===== src/rtl/lora_rx_sequencer.sv =====
`default_nettype none
// ============================================================================
// Module : lora_rx_sequencer
// Brief  : SX1278 continuous-receive sequencer; polls RxDone, streams payload.
// Rev    : 1.0
// ============================================================================
module lora_rx_sequencer #(
    parameter int POLL_DIV = 1000
) (
    input  logic       i_clk,
    input  logic       i_rst,
    input  logic       i_enable,
    output logic       o_spi_req,
    output logic [7:0] o_spi_addr,
    output logic [7:0] o_spi_wdata,
    input  logic       i_spi_done,
    input  logic [7:0] i_spi_rdata,
    output logic       o_rx_valid,
    output logic [7:0] o_rx_data,
    output logic       o_rx_last,
    input  logic       i_rx_ready,
    output logic [7:0] o_pkt_len,
    output logic       o_crc_err,
    output logic       o_busy,
    output logic [3:0] o_state
);

    typedef enum logic [3:0] {
        IDLE    = 4'd0,
        STDBY   = 4'd1,
        RXBASE  = 4'd2,
        RXCONT  = 4'd3,
        WAIT    = 4'd4,
        RD_IRQ  = 4'd5,
        CLR_IRQ = 4'd6,
        RD_LEN  = 4'd7,
        RD_CUR  = 4'd8,
        SET_PTR = 4'd9,
        RD_FIFO = 4'd10,
        PRESENT = 4'd11,
        STOP    = 4'd12
    } state_t;

    localparam logic [15:0] c_poll_last = 16'(POLL_DIV - 1);

    state_t      r_state;
    logic [15:0] r_poll_cnt;
    logic [7:0]  r_flags;
    logic [7:0]  r_cur_ptr;
    logic [7:0]  r_idx;

    logic        w_txn;
    logic [7:0]  w_addr;
    logic [7:0]  w_wdata;

    // Register access issued by each transaction state
    always_comb begin
        w_txn   = 1'b1;
        w_addr  = 8'h00;
        w_wdata = 8'h00;
        case (r_state)
            STDBY, STOP: begin w_addr = 8'h81; w_wdata = 8'h81; end
            RXBASE:      begin w_addr = 8'h8F; w_wdata = 8'h00; end
            RXCONT:      begin w_addr = 8'h81; w_wdata = 8'h85; end
            RD_IRQ:      w_addr = 8'h12;
            CLR_IRQ:     begin w_addr = 8'h92; w_wdata = r_flags; end
            RD_LEN:      w_addr = 8'h13;
            RD_CUR:      w_addr = 8'h10;
            SET_PTR:     begin w_addr = 8'h8D; w_wdata = r_cur_ptr; end
            RD_FIFO:     w_addr = 8'h00;
            default:     w_txn = 1'b0;
        endcase
    end

    assign o_busy  = (r_state != IDLE);
    assign o_state = r_state;

    always_ff @(posedge i_clk or negedge i_rst) begin
        if (!i_rst) begin
            r_state     <= IDLE;
            r_poll_cnt  <= '0;
            r_flags     <= '0;
            r_cur_ptr   <= '0;
            r_idx       <= '0;
            o_spi_req   <= 1'b0;
            o_spi_addr  <= '0;
            o_spi_wdata <= '0;
            o_rx_valid  <= 1'b0;
            o_rx_data   <= '0;
            o_rx_last   <= 1'b0;
            o_pkt_len   <= '0;
            o_crc_err   <= 1'b0;
        end else begin
            o_crc_err <= 1'b0;
            if (r_state != WAIT) begin
                r_poll_cnt <= '0;
            end

            // Request rises one cycle after entering a state; the state only
            // advances on done, so req is always low for a cycle in between.
            if (w_txn && !o_spi_req) begin
                o_spi_req   <= 1'b1;
                o_spi_addr  <= w_addr;
                o_spi_wdata <= w_wdata;
            end else if (o_spi_req && i_spi_done) begin
                o_spi_req <= 1'b0;
                case (r_state)
                    STDBY:   r_state <= RXBASE;
                    RXBASE:  r_state <= RXCONT;
                    RXCONT:  r_state <= WAIT;
                    RD_IRQ: begin
                        r_flags <= i_spi_rdata;
                        r_state <= i_spi_rdata[6] ? CLR_IRQ : WAIT;
                    end
                    CLR_IRQ: begin
                        if (r_flags[5]) begin
                            o_crc_err <= 1'b1;
                            r_state   <= WAIT;
                        end else begin
                            r_idx   <= '0;
                            r_state <= RD_LEN;
                        end
                    end
                    RD_LEN: begin
                        o_pkt_len <= i_spi_rdata;
                        r_state   <= (i_spi_rdata == 8'h00) ? WAIT : RD_CUR;
                    end
                    RD_CUR: begin
                        r_cur_ptr <= i_spi_rdata;
                        r_state   <= SET_PTR;
                    end
                    SET_PTR: r_state <= RD_FIFO;
                    RD_FIFO: begin
                        o_rx_data  <= i_spi_rdata;
                        o_rx_valid <= 1'b1;
                        o_rx_last  <= (r_idx == (o_pkt_len - 8'd1));
                        r_state    <= PRESENT;
                    end
                    STOP:    r_state <= IDLE;
                    default: r_state <= IDLE;
                endcase
            end

            case (r_state)
                IDLE: begin
                    if (i_enable) begin
                        r_state <= STDBY;
                    end
                end
                WAIT: begin
                    if (!i_enable) begin
                        r_state <= STOP;
                    end else if (r_poll_cnt == c_poll_last) begin
                        r_poll_cnt <= '0;
                        r_state    <= RD_IRQ;
                    end else begin
                        r_poll_cnt <= r_poll_cnt + 16'd1;
                    end
                end
                PRESENT: begin
                    if (o_rx_valid && i_rx_ready) begin
                        o_rx_valid <= 1'b0;
                        o_rx_last  <= 1'b0;
                        if (o_rx_last) begin
                            r_state <= WAIT;
                        end else begin
                            r_idx   <= r_idx + 8'd1;
                            r_state <= RD_FIFO;
                        end
                    end
                end
                default: ;
            endcase
        end
    end

endmodule
`default_nettype wire


===== config.mk =====
export PLATFORM = sky130hd
export DESIGN_NAME = lora_rx_sequencer
export DESIGN_NICKNAME = d
export VERILOG_FILES = /design/src/rtl/lora_rx_sequencer.sv
export SDC_FILE = /design/constraint.sdc
export NUM_CORES = 1
export LEC_CHECK = 0
export BUFFER_PORTS_ARGS = -buffer_cell sky130_fd_sc_hd__buf_2
export CORE_ASPECT_RATIO = 2
export CORE_UTILIZATION = 35
export CTS_CLUSTER_DIAMETER = 40
export DETAILED_ROUTE_END_ITERATION = 6
export RECOVER_POWER = 100
export SLEW_MARGIN = 10
export SYNTH_ARGS = -nofsm -noshare
export SYNTH_HDL_FRONTEND = slang
export SYNTH_SLANG_ARGS = --single-unit

===== constraint.sdc =====
create_clock -name i_clk -period 2.85 [get_ports i_clk]
set_clock_uncertainty 0.1 [all_clocks]
set_input_delay 0.1425 -clock i_clk [delete_from_list [all_inputs] [get_ports i_clk]]
set_output_delay 0.1425 -clock i_clk [all_outputs]
set_load 0.01 [all_outputs]

==> results of run 1 <==
-- stage by stage --
stage	hold slack, ns	worst slack [ns]	utilization, %	area (sq um)	instances
global route	0.0233	0.144	42.3	4630	597
floorplan	-0.253	0.878	-	3950	401
global placement	0.261	0.535	39.7	4350	579
finish	0.00717	0.368	42.3	4630	597
detailed placement	0.282	0.493	39.7	4350	579
CTS	0.00103	0.463	42.9	4690	597
-- power by group --
group / internal [W] / switching, W / leakage (nW)
combinational: 0.000615 / 0.000871 / 0.760
clock: 0.000792 / 0.000451 / 0.152
sequential: 0.00139 / 0.000363 / 1.02
-- metal layers --
| metal | up-vias | wire, um |
|---|---|---|
| li1 | 1546 | - |
| met1 | 1590 | 3800 |
| met2 | 68 | 5600 |
| met3 | 15 | 264 |
| met4 | 0 | 234 |
| met5 | - | 0 |
-- Yosys cell counts, types with 5 or more instances --
| library cell | count | area share, % |
|---|---|---|
| o21ai_0 | 26 | 3.3 |
| inv_1 | 11 | 1.0 |
| nor4_1 | 6 | 0.95 |
| a21oi_1 | 27 | 3.4 |
| nor2_1 | 38 | 3.6 |
| a22oi_1 | 7 | 1.3 |
| nand4_1 | 8 | 1.3 |
| and3_1 | 6 | 0.95 |
| nand2_1 | 35 | 3.3 |
| dfrtp_1 | 77 | 49 |
| xor2_1 | 11 | 2.4 |
| mux2i_1 | 5 | 1.3 |
| mux2_2 | 30 | 8.6 |
| xnor2_1 | 11 | 2.4 |
| nor3_1 | 7 | 0.89 |
| clkbuf_1 | 13 | 1.2 |
| nand3_1 | 18 | 2.3 |
-- cell type report --
cell class | count | area share [%]
Clock inverter | 5 | 1.81
Inverter | 11 | 0.892
Sequential cell | 77 | 41.6
Timing Repair Buffer | 59 | 5.62
Tap cell | 140 | 3.78
Clock buffer | 11 | 5.24
Multi-Input combinational cell | 294 | 41.0
-- kinds of logic after synthesis --
group / after synthesis / synth area share [%]
AND/OR/NAND/NOR: 138 / 17.2
XOR/XNOR: 22 / 4.88
multiplexers: 35 / 9.82
flip-flops: 77 / 48.8
adder cells (fa/ha/maj): 3 / 0.951
AO/OA/AOI/OAI: 94 / 15.1
buffers and inverters: 30 / 3.17
other: 1 / 0.0950
-- worst paths after layout --
check,slack [ns],to,cells past startpoint
max,0.37,o_rx_last,6
min,0.007,r_flags[5],3
max reg2reg,0.37,o_rx_last,6
min reg2reg,0.38,r_poll_cnt[15],1
max in group asynchronous,0.68,o_spi_addr[4],2
min in group asynchronous,0.80,r_idx[7],2
-- flip-flops by register name (all words and copies together), names as in the netlist, 4 cells and up --
name and cells:
o_rx_data 8, r_cur_ptr 8, r_flags 8, o_spi_addr 5, o_spi_wdata 8, o_pkt_len 8, o_state 4, r_idx 8
r_poll_cnt 16
-- repair_timing --
| item | CTS | global route |
|---|---|---|
| endpoints found under the setup margin | 0 | 0 |
| hold endpoints to repair | 78 | 0 |
| gates resized for setup | 0 | 0 |
| hold buffers | 2 | 0 |
-- worst max-delay path: stages, from the launching register on --
cell and delay (ns):
dfrtp_1 0.77, nand2b_1 0.29, nor3_1 0.21, clkbuf_1 0.52, nand4_1 0.20, a21oi_1 0.17, a31o_2 0.15
==> qor.yml, run 1 <==
gp_congestion: 0.822
grt_pass1_wl_um: 16600
cts_setup_buffers: 0
numCtsBuffers: 9
dieArea_sq_um: 11700
tns_ns: 0
drtIter0Drc: 249
num-nets-final: 468
multi_input_comb_area_sq_um: 1900
drt_wl_total_um: 9900
cts.sinks: 77
initial_core_util_pct: 36.1
cts_tree: "built"
antenna_found_initial: 0
core.rowCount: 54
async_reset_ff_share_pct: 100
antenna_left: 0
worstSetupStartpointType: "flip-flop"
clk_latency_ns: 0.33
violations: "max-capacitance violations, max-slew violations"
hp-start: "i_spi_rdata[5]"
coreArea_sq_um: 10900
crit_arrival_ns: 2.66
nFillCells: 1121
clk_pin_slew_ns: 0.06
diodes: 0
yosysWarningCount: 0
grt_max_degree: 78
synth_edf_count: 0
mostFrequentLayoutCell: "dfrtp_1"
portBuffers: 51
grt_usage_pct: 18.2
cts_max_level: 3
gr-usage-met1_pct: 20.3
required_ns: 3.03
setup_violations: 0
grt_overflow_total: 0
syn_avg_cell_area_sq_um: 9.87
grt_pass1_vias: 3223
ios: 54
crit_type: "reg2reg"
finalPower_w: 0.00448
crit_start: "o_state[1]"
ys.flop_type: "dfrtp_1"
p_per_area_nw_per_um2: 968
post-route-drc-count: 0
ir_drop_uv: 445
fp.dieH_um: 152
dp.final_hpwl_um: 7300
relSlewSlack_pct: -32.2
period_share_pct: 87.1
cts_buffer_depth: 2
drv_cap: 1
fmaxAchievable_mhz: 403
via_per_inst: 5.39
hold_class: "in2reg"
final-hold-violation-count: 0
drive_above_1_share_pct: 14.7
seq_area_frac_synth_pct: 48.8
wl_per_cell_um: 16.6
dieWidth_um: 77.1
tightest_slew_ns: 1.98
seq_area_sq_um: 1930
yosys_register_bits: 77
ys_types: 54
grt_busiest_layer: "met2"
slew_viol_final: 78
synth_cells: 400
path_max_fanout: 22
drt-pass1-iter-count: 4
critPathCaptureType: "flip-flop"
clockRootBuffer: "clkbuf_16"
rsz0062_at_grt: "false"
r2r_start: "o_state[1]"
status: "finished, violations left"
routed-via-count: 3219
grt_util_met2_pct: 33.2
period_minus_slack_ns: 2.48
met3_usage_pct: 2.81
final_cell_mix: "dfrtp_1, clkbuf_1, nor2_1"
area_growth_pct: 17.3
power.leakage_nw: 1.94
synth_area_sq_um: 3950
(Power assumes the default switching activity.)
==> inputs of run 2 (changes only) <==
- RECOVER_POWER: 100 -> 25
==> qor.yml, run 2 (synthesis gave the netlist of run 1 again) <==
status: "finished, violations left"
violations: "max-capacitance violations, max-slew violations"
tns_ns: 0
placed_area_sq_um: 4350
grt_util_met2_pct: 33.2
diodes: 0
setup_violations: 0
grt_pass1_vias: 3223
num-nets-final: 468
numCtsBuffers: 9
fmaxAchievable_mhz: 421
cts_buffer_depth: 2
via_per_inst: 5.39
clockRootBuffer: "clkbuf_16"
path_buf_inv: 0
slew_viol_final: 78
clk_latency_ns: 0.33
worst_hold_slack_ns: 0.00879
antenna_left: 0
drt_wl_total_um: 9900
fp.dieH_um: 152
crit_type: "reg2reg"
cp_cell_sequence: "nand4b_1 > nor4_1 > nand3_1 > xor2_1 > nor2_1"
post-route-drc-count: 0
area_growth_pct: 17.6
clk_pin_slew_ns: 0.06
required_ns: 2.96
tightest_slew_ns: 1.98
cts_max_level: 3
cts_setup_buffers: 0
antenna_found_initial: 0
largest_reg_flops: 16
drv_cap: 1
grt_pass1_wl_um: 16600
design_area_sq_um: 4650
worstSetupStartpointType: "flip-flop"
regMostFlops: "r_poll_cnt"
routed-via-count: 3219
drt-pass1-iter-count: 4
dp_cells: 579
critPathCaptureType: "flip-flop"
dp.final_hpwl_um: 7300
period_share_pct: 83.4
final-hold-violation-count: 0
p_per_area_nw_per_um2: 968
rsz0062_at_grt: "false"
drive_above_1_share_pct: 16.2
grt_usage_pct: 18.2
max_stage_delay_ns: 0.76
drtIter0Drc: 260
wl_per_cell_um: 16.6
initial_core_util_pct: 36.1
relSlewSlack_pct: -31.8
period_minus_slack_ns: 2.38
final_cell_mix: "dfrtp_1, nor2_1, clkbuf_1"
gp_congestion: 0.822
mostFrequentLayoutCell: "dfrtp_1"
hold_class: "in2reg"
cts_tree: "built"
grt_busiest_layer: "met2"
dieArea_sq_um: 11700
core.rowCount: 54
gr-usage-met1_pct: 20.3
path_max_fanout: 22
crit_slowest_cell: "dfrtp_1"
power.leakage_nw: 1.96
portBuffers: 51
met3_usage_pct: 2.81
grt_overflow_total: 0
cts.sinks: 77
coreArea_sq_um: 10900
nFillCells: 1117
grt_max_degree: 78
dieWidth_um: 77.1
fin_cells: 597
ios: 54
crit_arrival_ns: 2.49
ir_drop_uv: 446
cp_top_family: "simple AND/OR/NAND/NOR gates"
==> run 2: cell types whose count changed in the layout (fill, tap and decap cells not counted), sizes merged <==
cell	change
buf	+6
clkbuf	-6
==> run 2: final timing paths <==
check	cells past startpoint	startpoint	to	slack (ns)
setup / recovery	5	o_state[0]	r_idx[5]	0.47
hold / removal	3	i_spi_rdata[5]	r_flags[5]	0.009
setup reg to reg	5	o_state[0]	r_idx[5]	0.47
hold reg to reg	1	r_poll_cnt[15]	r_poll_cnt[15]	0.38
max in group asynchronous	2	i_rst	o_spi_addr[4]	0.68
min in group asynchronous	2	i_rst	r_idx[7]	0.80
==> run 2: report_power, final <==
| group | internal (W) | switching (W) | total [W] |
|---|---|---|---|
| clock | 0.000792 | 0.000450 | 0.00124 |
| sequential | 0.00139 | 0.000363 | 0.00175 |
| combinational | 0.000635 | 0.000868 | 0.00150 |
==> run 2: repair_timing <==
action | in CTS | in global routing
hold endpoints to repair | 78 | 0
resized for setup | 0 | 0
hold buffers | 2 | 0
==> run 2: layout make-up <==
cell class                      instances  area (sq um)  share of cell area [%]
Tap cell                              140           175                    3.77
Multi-Input combinational cell        294          1900                    40.9
Clock buffer                           11           243                    5.22
Sequential cell                        77          1930                    41.5
Clock inverter                          5          83.8                    1.80
Timing Repair Buffer                   59           275                    5.93
Inverter                               11          41.3                   0.889
==> run 2: tightest hold or removal path: cells and delay by family <==
family | cells | cell delay (ns)
AOI/OAI and AO/OA | 1 | 0.06
buffers and inverters | 1 | 0.14
and+or+nand+nor | 1 | 0.06
==> run 2: metrics by stage <==
| step | util [%] | setup WS (ns) | power [W] |
|---|---|---|---|
| global placement | 39.7 | 0.535 | 0.00328 |
| floorplan | - | 0.878 | 0.00279 |
| detailed placement | 39.7 | 0.493 | 0.00331 |
| global route | 42.4 | 0.216 | 0.00481 |
| CTS | 42.9 | 0.463 | 0.00456 |
| finish | 42.4 | 0.472 | 0.00450 |
==> run 2: layer usage <==
metal,wire [um],share of wire (%),vias to the layer above
li1,-,-,1543
met1,3800,38,1588
met2,5580,56,73
met3,280,2.8,15
met4,233,2.4,0
met5,0,0,-
